File: src/rtl/clk_pkg.sv
// Shared types and constants for the BCD time-of-day core.
// The hour helpers work directly on packed BCD hour values 00..23.
package clk_pkg;

    typedef struct packed {
        logic [3:0] h_tens;
        logic [3:0] h_ones;
        logic [3:0] m_tens;
        logic [3:0] m_ones;
        logic [3:0] s_tens;
        logic [3:0] s_ones;
    } bcd_time_t;

    typedef enum logic {
        ST_IDLE,
        ST_RING
    } alarm_state_t;

    localparam int         HOUR_MOD     = 24;
    localparam int         MINSEC_MOD   = 60;
    localparam logic [7:0] ALARM_RST_HH = 8'h06;
    localparam logic [7:0] ALARM_RST_MM = 8'h00;

    // BCD ordering matches numeric ordering, so a plain compare suffices
    function automatic logic hour_is_pm(input logic [7:0] h);
        return h >= 8'h12;
    endfunction

    function automatic logic [7:0] hour_to_12h(input logic [7:0] h);
        logic [4:0] b;
        logic [4:0] r;
        b = 5'(h[7:4]) * 5'd10 + 5'(h[3:0]);
        if (b == 5'd0)
            r = 5'd12;
        else if (b > 5'd12)
            r = b - 5'd12;
        else
            r = b;
        if (r >= 5'd10)
            return {4'd1, 4'(r - 5'd10)};
        return {4'd0, 4'(r)};
    endfunction

endpackage

File: src/rtl/alarm_clock_if.sv
// Control inputs and display outputs of the alarm clock core.
// The core uses the slave view; whatever drives the buttons uses master.
interface alarm_clock_if;
    logic       mode_24;
    logic       set_alarm;
    logic       adv_hr;
    logic       adv_min;
    logic       alarm_en;
    logic       alarm_ack;
    logic [3:0] h_tens;
    logic [3:0] h_ones;
    logic [3:0] m_tens;
    logic [3:0] m_ones;
    logic [3:0] s_tens;
    logic [3:0] s_ones;
    logic       pm;
    logic       alarm;
    logic       tick;

    modport master (
        output mode_24, set_alarm, adv_hr, adv_min, alarm_en, alarm_ack,
        input  h_tens, h_ones, m_tens, m_ones, s_tens, s_ones, pm, alarm, tick
    );

    modport slave (
        input  mode_24, set_alarm, adv_hr, adv_min, alarm_en, alarm_ack,
        output h_tens, h_ones, m_tens, m_ones, s_tens, s_ones, pm, alarm, tick
    );
endinterface

File: src/rtl/bcd_mod_cnt.sv
// Two-digit BCD modulo counter advancing by 0, 1 or 2 per cycle.
// nxt_o exposes the value the register takes at the coming edge.
module bcd_mod_cnt #(
    parameter int         MOD     = 60,
    parameter logic [7:0] RST_VAL = 8'h00
) (
    input  logic       clk,
    input  logic       rst,
    input  logic       clr_i,
    input  logic [1:0] step_i,
    output logic [7:0] nxt_o,
    output logic       carry_o
);

    localparam logic [7:0] MAX_VAL = 8'((((MOD - 1) / 10) << 4) | ((MOD - 1) % 10));

    logic [7:0] val_q, val_d, once;

    function automatic logic [7:0] bcd_inc(input logic [7:0] v);
        if (v == MAX_VAL)
            return 8'h00;
        if (v[3:0] == 4'd9)
            return {v[7:4] + 4'd1, 4'd0};
        return {v[7:4], v[3:0] + 4'd1};
    endfunction

    always_comb begin
        once    = bcd_inc(val_q);
        val_d   = val_q;
        carry_o = 1'b0;
        if (clr_i) begin
            val_d = 8'h00;
        end else if (step_i == 2'd1) begin
            val_d   = once;
            carry_o = (val_q == MAX_VAL);
        end else if (step_i == 2'd2) begin
            val_d   = bcd_inc(once);
            carry_o = (val_q == MAX_VAL) || (once == MAX_VAL);
        end
    end

    always_ff @(posedge clk) begin
        if (rst)
            val_q <= RST_VAL;
        else
            val_q <= val_d;
    end

    assign nxt_o = rst ? RST_VAL : val_d;

endmodule

File: src/rtl/alarm_clock.sv
// 12/24-hour BCD time-of-day core with prescaler, manual set and one alarm.
// Time is kept in 24-hour BCD; the registered display is built from next-state values.
module alarm_clock
    import clk_pkg::*;
#(
    parameter int TICK_DIV    = 100_000_000,
    parameter int ALARM_LEN_S = 60
) (
    input  logic         clk,
    input  logic         rst,
    alarm_clock_if.slave bus
);

    localparam int               CNT_W     = (TICK_DIV > 2) ? $clog2(TICK_DIV) : 1;
    localparam logic [CNT_W-1:0] CNT_MAX   = CNT_W'(TICK_DIV - 1);
    localparam logic [7:0]       RING_LAST = 8'(ALARM_LEN_S - 1);

    logic [CNT_W-1:0] cnt_q, cnt_d;
    logic             tick_q;
    logic             edit_min, edit_hr, alm_min, alm_hr;
    logic [7:0]       ss_nxt, mm_nxt, hh_nxt, am_nxt, ah_nxt;
    logic             ss_carry, mm_carry;
    logic             hh_carry_unused, am_carry_unused, ah_carry_unused;
    logic [1:0]       hh_step;
    logic             trig;
    alarm_state_t     state_q, state_d;
    logic [7:0]       ring_q, ring_d;
    logic             alarm_q;
    bcd_time_t        disp_q, disp_d;
    logic             pm_q, pm_d;
    logic [7:0]       src_hh;

    assign edit_min = bus.adv_min & ~bus.set_alarm;
    assign edit_hr  = bus.adv_hr  & ~bus.set_alarm;
    assign alm_min  = bus.adv_min &  bus.set_alarm;
    assign alm_hr   = bus.adv_hr  &  bus.set_alarm;

    // A minute edit restarts the second so the new minute begins cleanly
    assign cnt_d = (edit_min | tick_q) ? '0 : cnt_q + 1'b1;

    always_ff @(posedge clk) begin
        if (rst) begin
            cnt_q  <= '0;
            tick_q <= 1'b0;
        end else begin
            cnt_q  <= cnt_d;
            tick_q <= (cnt_d == CNT_MAX);
        end
    end

    bcd_mod_cnt #(.MOD(MINSEC_MOD), .RST_VAL(8'h00)) u_ss (
        .clk(clk), .rst(rst), .clr_i(edit_min), .step_i({1'b0, tick_q}),
        .nxt_o(ss_nxt), .carry_o(ss_carry)
    );

    bcd_mod_cnt #(.MOD(MINSEC_MOD), .RST_VAL(8'h00)) u_mm (
        .clk(clk), .rst(rst), .clr_i(1'b0), .step_i({1'b0, edit_min | ss_carry}),
        .nxt_o(mm_nxt), .carry_o(mm_carry)
    );

    // Only a tick-driven minute wrap carries into the hour
    assign hh_step = {1'b0, edit_hr} + {1'b0, mm_carry & ~edit_min};

    bcd_mod_cnt #(.MOD(HOUR_MOD), .RST_VAL(8'h00)) u_hh (
        .clk(clk), .rst(rst), .clr_i(1'b0), .step_i(hh_step),
        .nxt_o(hh_nxt), .carry_o(hh_carry_unused)
    );

    bcd_mod_cnt #(.MOD(MINSEC_MOD), .RST_VAL(ALARM_RST_MM)) u_am (
        .clk(clk), .rst(rst), .clr_i(1'b0), .step_i({1'b0, alm_min}),
        .nxt_o(am_nxt), .carry_o(am_carry_unused)
    );

    bcd_mod_cnt #(.MOD(HOUR_MOD), .RST_VAL(ALARM_RST_HH)) u_ah (
        .clk(clk), .rst(rst), .clr_i(1'b0), .step_i({1'b0, alm_hr}),
        .nxt_o(ah_nxt), .carry_o(ah_carry_unused)
    );

    // ss_carry implies a tick rolled seconds to 00 without a manual minute edit
    assign trig = tick_q & ss_carry & bus.alarm_en & (mm_nxt == am_nxt) & (hh_nxt == ah_nxt);

    always_comb begin
        state_d = state_q;
        ring_d  = ring_q;
        case (state_q)
            ST_IDLE: begin
                if (trig) begin
                    state_d = ST_RING;
                    ring_d  = 8'd0;
                end
            end
            ST_RING: begin
                if (bus.alarm_ack || !bus.alarm_en) begin
                    state_d = ST_IDLE;
                end else if (tick_q) begin
                    if (ring_q == RING_LAST)
                        state_d = ST_IDLE;
                    else
                        ring_d = ring_q + 8'd1;
                end
            end
            default: state_d = ST_IDLE;
        endcase
    end

    always_ff @(posedge clk) begin
        if (rst) begin
            state_q <= ST_IDLE;
            ring_q  <= 8'd0;
            alarm_q <= 1'b0;
        end else begin
            state_q <= state_d;
            ring_q  <= ring_d;
            alarm_q <= (state_d == ST_RING);
        end
    end

    always_comb begin
        disp_d                        = '0;
        src_hh                        = hh_nxt;
        {disp_d.m_tens, disp_d.m_ones} = mm_nxt;
        {disp_d.s_tens, disp_d.s_ones} = ss_nxt;
        if (bus.set_alarm) begin
            src_hh                         = ah_nxt;
            {disp_d.m_tens, disp_d.m_ones} = am_nxt;
            {disp_d.s_tens, disp_d.s_ones} = 8'h00;
        end
        pm_d                           = hour_is_pm(src_hh);
        {disp_d.h_tens, disp_d.h_ones} = bus.mode_24 ? src_hh : hour_to_12h(src_hh);
    end

    // Display register follows the counters' next values, which already honour rst
    always_ff @(posedge clk) begin
        disp_q <= disp_d;
        pm_q   <= pm_d;
    end

    assign bus.h_tens = disp_q.h_tens;
    assign bus.h_ones = disp_q.h_ones;
    assign bus.m_tens = disp_q.m_tens;
    assign bus.m_ones = disp_q.m_ones;
    assign bus.s_tens = disp_q.s_tens;
    assign bus.s_ones = disp_q.s_ones;
    assign bus.pm     = pm_q;
    assign bus.alarm  = alarm_q;
    assign bus.tick   = tick_q;

endmodule

File: src/flat_wrapper.sv
// flat-port wrapper written by rule: the top's interface ports become plain ports
module alarm_clock_flat import clk_pkg::*;
#(
    parameter int TICK_DIV    = 100_000_000,
    parameter int ALARM_LEN_S = 60
)
  (clk, rst, bus_mode_24, bus_set_alarm, bus_adv_hr, bus_adv_min, bus_alarm_en, bus_alarm_ack, bus_h_tens, bus_h_ones, bus_m_tens, bus_m_ones, bus_s_tens, bus_s_ones, bus_pm, bus_alarm, bus_tick);
  alarm_clock_if bus_i ();
  input  logic clk;
  input  logic rst;
  input wire logic [$bits(bus_i.mode_24)-1:0] bus_mode_24;
  input wire logic [$bits(bus_i.set_alarm)-1:0] bus_set_alarm;
  input wire logic [$bits(bus_i.adv_hr)-1:0] bus_adv_hr;
  input wire logic [$bits(bus_i.adv_min)-1:0] bus_adv_min;
  input wire logic [$bits(bus_i.alarm_en)-1:0] bus_alarm_en;
  input wire logic [$bits(bus_i.alarm_ack)-1:0] bus_alarm_ack;
  output wire logic [$bits(bus_i.h_tens)-1:0] bus_h_tens;
  output wire logic [$bits(bus_i.h_ones)-1:0] bus_h_ones;
  output wire logic [$bits(bus_i.m_tens)-1:0] bus_m_tens;
  output wire logic [$bits(bus_i.m_ones)-1:0] bus_m_ones;
  output wire logic [$bits(bus_i.s_tens)-1:0] bus_s_tens;
  output wire logic [$bits(bus_i.s_ones)-1:0] bus_s_ones;
  output wire logic [$bits(bus_i.pm)-1:0] bus_pm;
  output wire logic [$bits(bus_i.alarm)-1:0] bus_alarm;
  output wire logic [$bits(bus_i.tick)-1:0] bus_tick;
  assign bus_i.mode_24 = bus_mode_24;
  assign bus_i.set_alarm = bus_set_alarm;
  assign bus_i.adv_hr = bus_adv_hr;
  assign bus_i.adv_min = bus_adv_min;
  assign bus_i.alarm_en = bus_alarm_en;
  assign bus_i.alarm_ack = bus_alarm_ack;
  assign bus_h_tens = bus_i.h_tens;
  assign bus_h_ones = bus_i.h_ones;
  assign bus_m_tens = bus_i.m_tens;
  assign bus_m_ones = bus_i.m_ones;
  assign bus_s_tens = bus_i.s_tens;
  assign bus_s_ones = bus_i.s_ones;
  assign bus_pm = bus_i.pm;
  assign bus_alarm = bus_i.alarm;
  assign bus_tick = bus_i.tick;
  alarm_clock #(.TICK_DIV(TICK_DIV), .ALARM_LEN_S(ALARM_LEN_S)) u_core (.clk(clk), .rst(rst), .bus(bus_i));
endmodule
File: config.mk
export PLATFORM = sky130hd
export DESIGN_NAME = alarm_clock_flat
export DESIGN_NICKNAME = d
export VERILOG_FILES = /design/src/rtl/clk_pkg.sv /design/src/rtl/alarm_clock_if.sv /design/src/rtl/bcd_mod_cnt.sv /design/src/rtl/alarm_clock.sv /design/src/flat_wrapper.sv
export SDC_FILE = /design/constraint.sdc
export NUM_CORES = 1
export LEC_CHECK = 0
export CAP_MARGIN = 20
export CORE_UTILIZATION = 60
export CTS_BUF_LIST = sky130_fd_sc_hd__clkbuf_4 sky130_fd_sc_hd__clkbuf_8
export DETAILED_ROUTE_END_ITERATION = 10
export GPL_ROUTABILITY_DRIVEN = 0
export PLACE_DENSITY = 0.83
export SKIP_CTS_REPAIR_TIMING = 1
export SLEW_MARGIN = 15
export SYNTH_ARGS = -nofsm -noshare
export SYNTH_HDL_FRONTEND = slang
export SYNTH_SLANG_ARGS = --single-unit
File: constraint.sdc
create_clock -name clk -period 12.6 [get_ports clk]
set_input_delay 2.52 -clock clk [delete_from_list [all_inputs] [get_ports clk]]
set_output_delay 2.52 -clock clk [all_outputs]
set_load 0.03 [all_outputs]
Word level (Yosys, flattened, before mapping)
Cells that the tools add are included.
{ "classes": {"addsub": 18, "n_mul": 1, "order_cmp": 3, "n_eq_ne": 22, "n_mux": 80, "n_bitwise": 14, "reduce_logical": 4} }
{ "op_table": {"columns": ["operator", "count"], "rows": [
  ["8-bit 2-to-1 mux", 44],
  ["4-bit by 1-bit adder with 4-bit output, second input constant", 12],
  ["8-bit by 6-bit equality test with 1-bit output, second input constant", 4],
  ["1-bit 2-to-1 mux", 30],
  ["27-bit by 1-bit adder with 27-bit output, second input constant", 1],
  ["27-bit equality test, second input constant", 1],
  ["27-bit 2-to-1 mux", 1],
  ["4-bit equality test, second input constant", 6],
  ["8-bit by 7-bit equality test with 1-bit output, second input constant", 3],
  ["8-bit equality test", 2],
  ["16-bit 2-to-1 mux", 1],
  ["8-bit case mux with 2 select lines", 1],
  ["5-bit 2-to-1 mux", 2],
  ["1-bit bitwise AND", 9],
  ["8-bit by 1-bit adder with 8-bit output, second input constant", 1],
  ["8-bit by 5-bit greater-or-equal comparator with 1-bit output, second input constant", 1],
  ["5-bit by 4-bit adder with 5-bit output", 1],
  ["5-bit by 4-bit greater-or-equal comparator with 1-bit output, second input constant", 1],
  ["5-bit by 4-bit greater-than comparator with 1-bit output, second input constant", 1],
  ["5-bit logical NOT", 1],
  ["5-bit by 4-bit subtractor with 5-bit output, second input constant", 1],
  ["4-bit by 3-bit multiplier with 4-bit output, second input constant", 1],
  ["2-bit by 1-bit inequality test with 1-bit output, second input constant", 2],
  ["2-bit inequality test, second input constant", 2],
  ["other kinds (10)", 13]
]} }
{ "word_totals": {"ff_bits": 102, "inputBits": 8, "output_inout_bits": 27, "wordCells": 158} }

Logic depth before layout (Yosys ltp)
{ "depth": {"ltp_word": 28, "depth_mapped": 30, "depth_no_buf": 28} }

By module
A second synthesis with hierarchy kept.
{ "unflattened": {"hier_cells": 912, "hier_area_um2": 7602.3} }
{ "by_module_without_submodules": {"columns": ["module", "instances", "cells_each", "area_each_um2", "seq_area_each_um2"], "rows": [
  ["alarm_clock", 1, 380, 3404.5, 1241.2],
  ["bcd_mod_cnt at u_core.u_am ...", 3, 110, 879.6, 160.2],
  ["bcd_mod_cnt at u_core.u_hh", 1, 104, 795.8, 160.2],
  ["bcd_mod_cnt at u_core.u_ah", 1, 98, 763.2, 160.2]
]} }

Worst setup path before layout
Ideal clock, no wire load.
{ "synth_path": {"path_kind": "input-to-reg", "startpoint": "input bus_set_alarm", "endpoint": "register u_core.disp_q, in the netlist u_core.bus.h_ones[2]", "setup_time_ns": 0.074, "t_arrival_ns": 8.074, "required_time_ns": 12.526, "slack_ns": 4.452, "cell_stages": 28, "path_buffers": 2, "path_cell_list": "buf_4 > nor2b_1 > a21o_1 > nand2_1 > nor3_1 > ha_1 > clkbuf_1 > o21a_1 > or3_1 > o211ai_1 > nor2_1 > mux2i_1 > inv_1 > ha_1 > ha_1 > o31a_1 > a221o_1 > ha_1 > a211o_1 > mux2i_1 > o21a_1 > ha_1 > inv_1 > or4_1 > nand3_1 > nor4_4 > a31o_1 > a31oi_1"} }
{ "synth_rtl": {"columns": ["item", "line", "rtl"], "rows": [
  ["start, declared", "flat_wrapper.sv:12", "input wire logic [$bits(bus_i.set_alarm)-1:0] bus_set_alarm;"],
  ["end signal, assigned", "alarm_clock.sv:134", "disp_q <= disp_d;"],
  ["end, declared", "alarm_clock.sv:29", "bcd_time_t disp_q, disp_d;"]
]} }

==> metrics <==
CP startpoint kind=input pin; Lkg Pwr=between 2 and 2.5 nW; Power Density=91.4 nW/um^2; core box area=roughly 10000 sq um; global-route usage over all layers=26.5%; final wirelength=13400 um; critical path startpoint=bus_set_alarm; Worst EP arrival=9480 ps; most frequent cells in the layout=dfxtp_1 (102), nor2_1 (86), nand2_1 (64), a21oi_1 (38), o21ai_0 (37); Hold Vio Cnt, Final=0; first-pass GRT wire length=22200 um; fin area=6680 sq um; clk buf depth=2; drt via density=around 6.0; FF-to-FF path depth=24; Final setup viols=0; critical path type=input pin to register; fin. max-slew vios=0; M1 wire length=6070 um; Synth Instances=744; count of cell types in the netlist=78; post-synthesis compound-gate area fraction=17.3%; Post-Layout Cell Count=900; Synth Area in Adders=6.16%; RSZ-0062 raised after global routing=false; fin util=approximately two thirds; Post-DP Area=6490 sq um; port buffer count=34; crit share post-route=72.8%; TritonCTS Sinks=102; vias in the first global route=5038; clock buffer count from CTS=9; Rows=36; largest family of logic cells by synthesized area=simple AND/OR/NAND/NOR gates; area share of xor/xnor cells in the synthesized design=6.47%; register area share after synthesis=~34%; yosys warns=0; clock root cell=clkbuf_8; Final Critical Period=slightly above 9000 ps; crit path max fanout=38; Detailed Place HPWL=9820 um; layout cells sized above 1=around 6.5%; Setup TNS=0 ps; Syn-to-layout area delta=9.59%; number of placed instances, taps included=884; Final Hold Slack=between 400 and 500 ps; worst hold-check path type=register to register; most common cell after layout, fill and taps aside=dfxtp_1; Initial Utilization=62.0%; Die Wd=103 um; Via Count=5410; Remaining DRCs=0; die footprint=10600 sq um; Main synth FF type=dfxtp_1; Tightest Pin Transition=roughly 970 ps; final worst slack=roughly 3400 ps; # diodes=0; Post-Syn Nets=~780; CTS tree=done; achievable frequency=109 MHz; antenna-violating nets left=0; clock latency on the worst-skew pair=approximately 400 ps; DRT iter0 DRCs=335; Met3 Wirelength=439 um; pin count of the biggest net entering global routing=52; Req. time, crit path=12920 ps; Peak VDD IR=around 0.00006 V; pre-CTS setup slack=3170 ps; mux cell area share after synthesis=3.94%; antenna violations before repair=0; Slew Limit Headroom=a little over a third; H-tree depth=3; Clock transition at path regs=100 ps; max cap viols=0; mean routed wirelength per cell=between 10 and 15 um; I/O Pins=35; cell area after synthesis=6090 sq um; Post-Synth Simple-Gate Area=28.6%; RR Endpoint=u_core.bus.h_ones[2]; Reg2Reg Setup Slack=5670 ps; Total Nets Final=800; outcome=finished clean; CP endpoint kind=register; Critical R2R Launch=u_core.bus.tick; Die Span Y=103 um; 1st-pass router iterations=6; Avg Cell Area, Syn=8.19 sq um; CP endpoint=u_core.bus.h_ones[2]; grt ovf=0; met2 wire length=6530 um; Final Skew=~15 ps; FFs w/ async S/R, synth=0%; Filler Cell Count=837; FF+latch count, synth=between 100 and 150; max layer used=met4; Pwr Total=around 610 uW; multi-input logic area=3810 sq um; register area=around 2000 sq um; Post-synth EDFFs=0
power breakdown:
part | internal [mW] | switching [mW] | total (mW)
clock network | 0.0796 | 0.122 | 0.201
registers | 0.328 | 0.00539 | 0.334
logic | 0.0291 | 0.0460 | 0.0751
total | 0.437 | 0.173 | 0.610
state kept, by name, indices dropped and copies added, names as in the netlist:
signal and cells:
u_core.bus.pm 1, u_core.u_ah.val_q 8, u_core.u_am.val_q 8, u_core.state_q 1, u_core.bus.s_tens 4, u_core.bus.m_ones 4, u_core.u_hh.val_q 8, u_core.cnt_q 27
u_core.bus.s_ones 4, u_core.ring_q 8, u_core.bus.h_tens 4, u_core.u_ss.val_q 8, u_core.bus.m_tens 4, u_core.bus.h_ones 4, u_core.u_mm.val_q 8, u_core.bus.tick 1
critical path, cell delays in order:
cell	delay, ps
clkdlybuf4s50_1	400
buf_4	260
nor2b_1	460
a21o_1	250
nand2_1	170
nor3_1	230
ha_1	410
mux2i_1	440
o21ai_0	260
a2111oi_4	450
nor2_1	160
xnor2_1	160
ha_1	250
o31a_1	310
a221o_1	420
ha_1	240
a211o_1	260
mux2i_1	190
o21a_1	180
ha_1	240
inv_1	80
or4_1	500
nand3_1	140
nor4_4	60
a31o_1	240
a31oi_1	170
cells by family (layout without fill, tap and decap cells):
| logic type | count (synthesis) | in the layout |
|---|---|---|
| compound gates | 152 | 152 |
| flops | 102 | 102 |
| fa+ha+maj | 30 | 30 |
| xor+xnor | 45 | 45 |
| mux | 23 | 23 |
| buf+inv | 61 | 84 |
| simple gates | 331 | 331 |
synth_stat cells, types with 4 or more instances:
cell	count	area, sq um
a21oi_1	38	190
a21boi_1	4	30.0
nand3_1	28	140
or2_2	5	31.3
nor2b_1	14	87.6
o31ai_1	8	60.1
clkbuf_1	17	63.8
a211oi_1	5	37.5
nand3b_1	11	82.6
o21ai_0	37	185
nand4_1	13	81.3
xnor2_1	16	140
or4_1	7	52.6
nor4_1	9	56.3
buf_2	6	30.0
and2_1	11	68.8
dfxtp_1	102	2040
and3b_1	5	43.8
mux2i_1	15	150
inv_1	30	113
nor2_1	86	323
a21boi_0	4	30.0
xor2_1	29	254
nor3_1	27	135
ha_1	30	375
o21a_1	4	30.0
and3_1	7	43.8
o211ai_1	4	30.0
nand2_1	64	240
or3_1	14	87.6
buf_1	5	18.8
mux2_2	8	90.1
nand2b_1	8	50.1
layout make-up:
| class | count | share of cell area [%] |
|---|---|---|
| tap | 133 | 2.49 |
| sequential | 102 | 30.6 |
| inverter | 31 | 1.74 |
| timing repair buffer | 37 | 5.36 |
| clock buffer | 10 | 2.06 |
| clock inverter | 6 | 0.750 |
| multi-input combinational | 581 | 57.0 |
routing by layer:
metal / vias up / track usage [%]
met4: 0 / 13.0
met2: 126 / 46.7
met3: 31 / 3.39
met5: - / 0
met1: 2549 / 31.8
li1: 2704 / -
worst min path at each step:
stage,from,cells past startpoint,end
after floorplan,u_core.cnt_q[0],1,u_core.cnt_q[0]
after global placement,u_core.cnt_q[0],1,u_core.cnt_q[0]
after detailed placement,u_core.cnt_q[0],1,u_core.cnt_q[0]
after CTS,u_core.cnt_q[0],1,u_core.cnt_q[0]
after global routing,u_core.cnt_q[0],1,u_core.cnt_q[0]
final,u_core.cnt_q[0],1,u_core.cnt_q[0]
No activity file was read; power rests on OpenSTA's default activity.
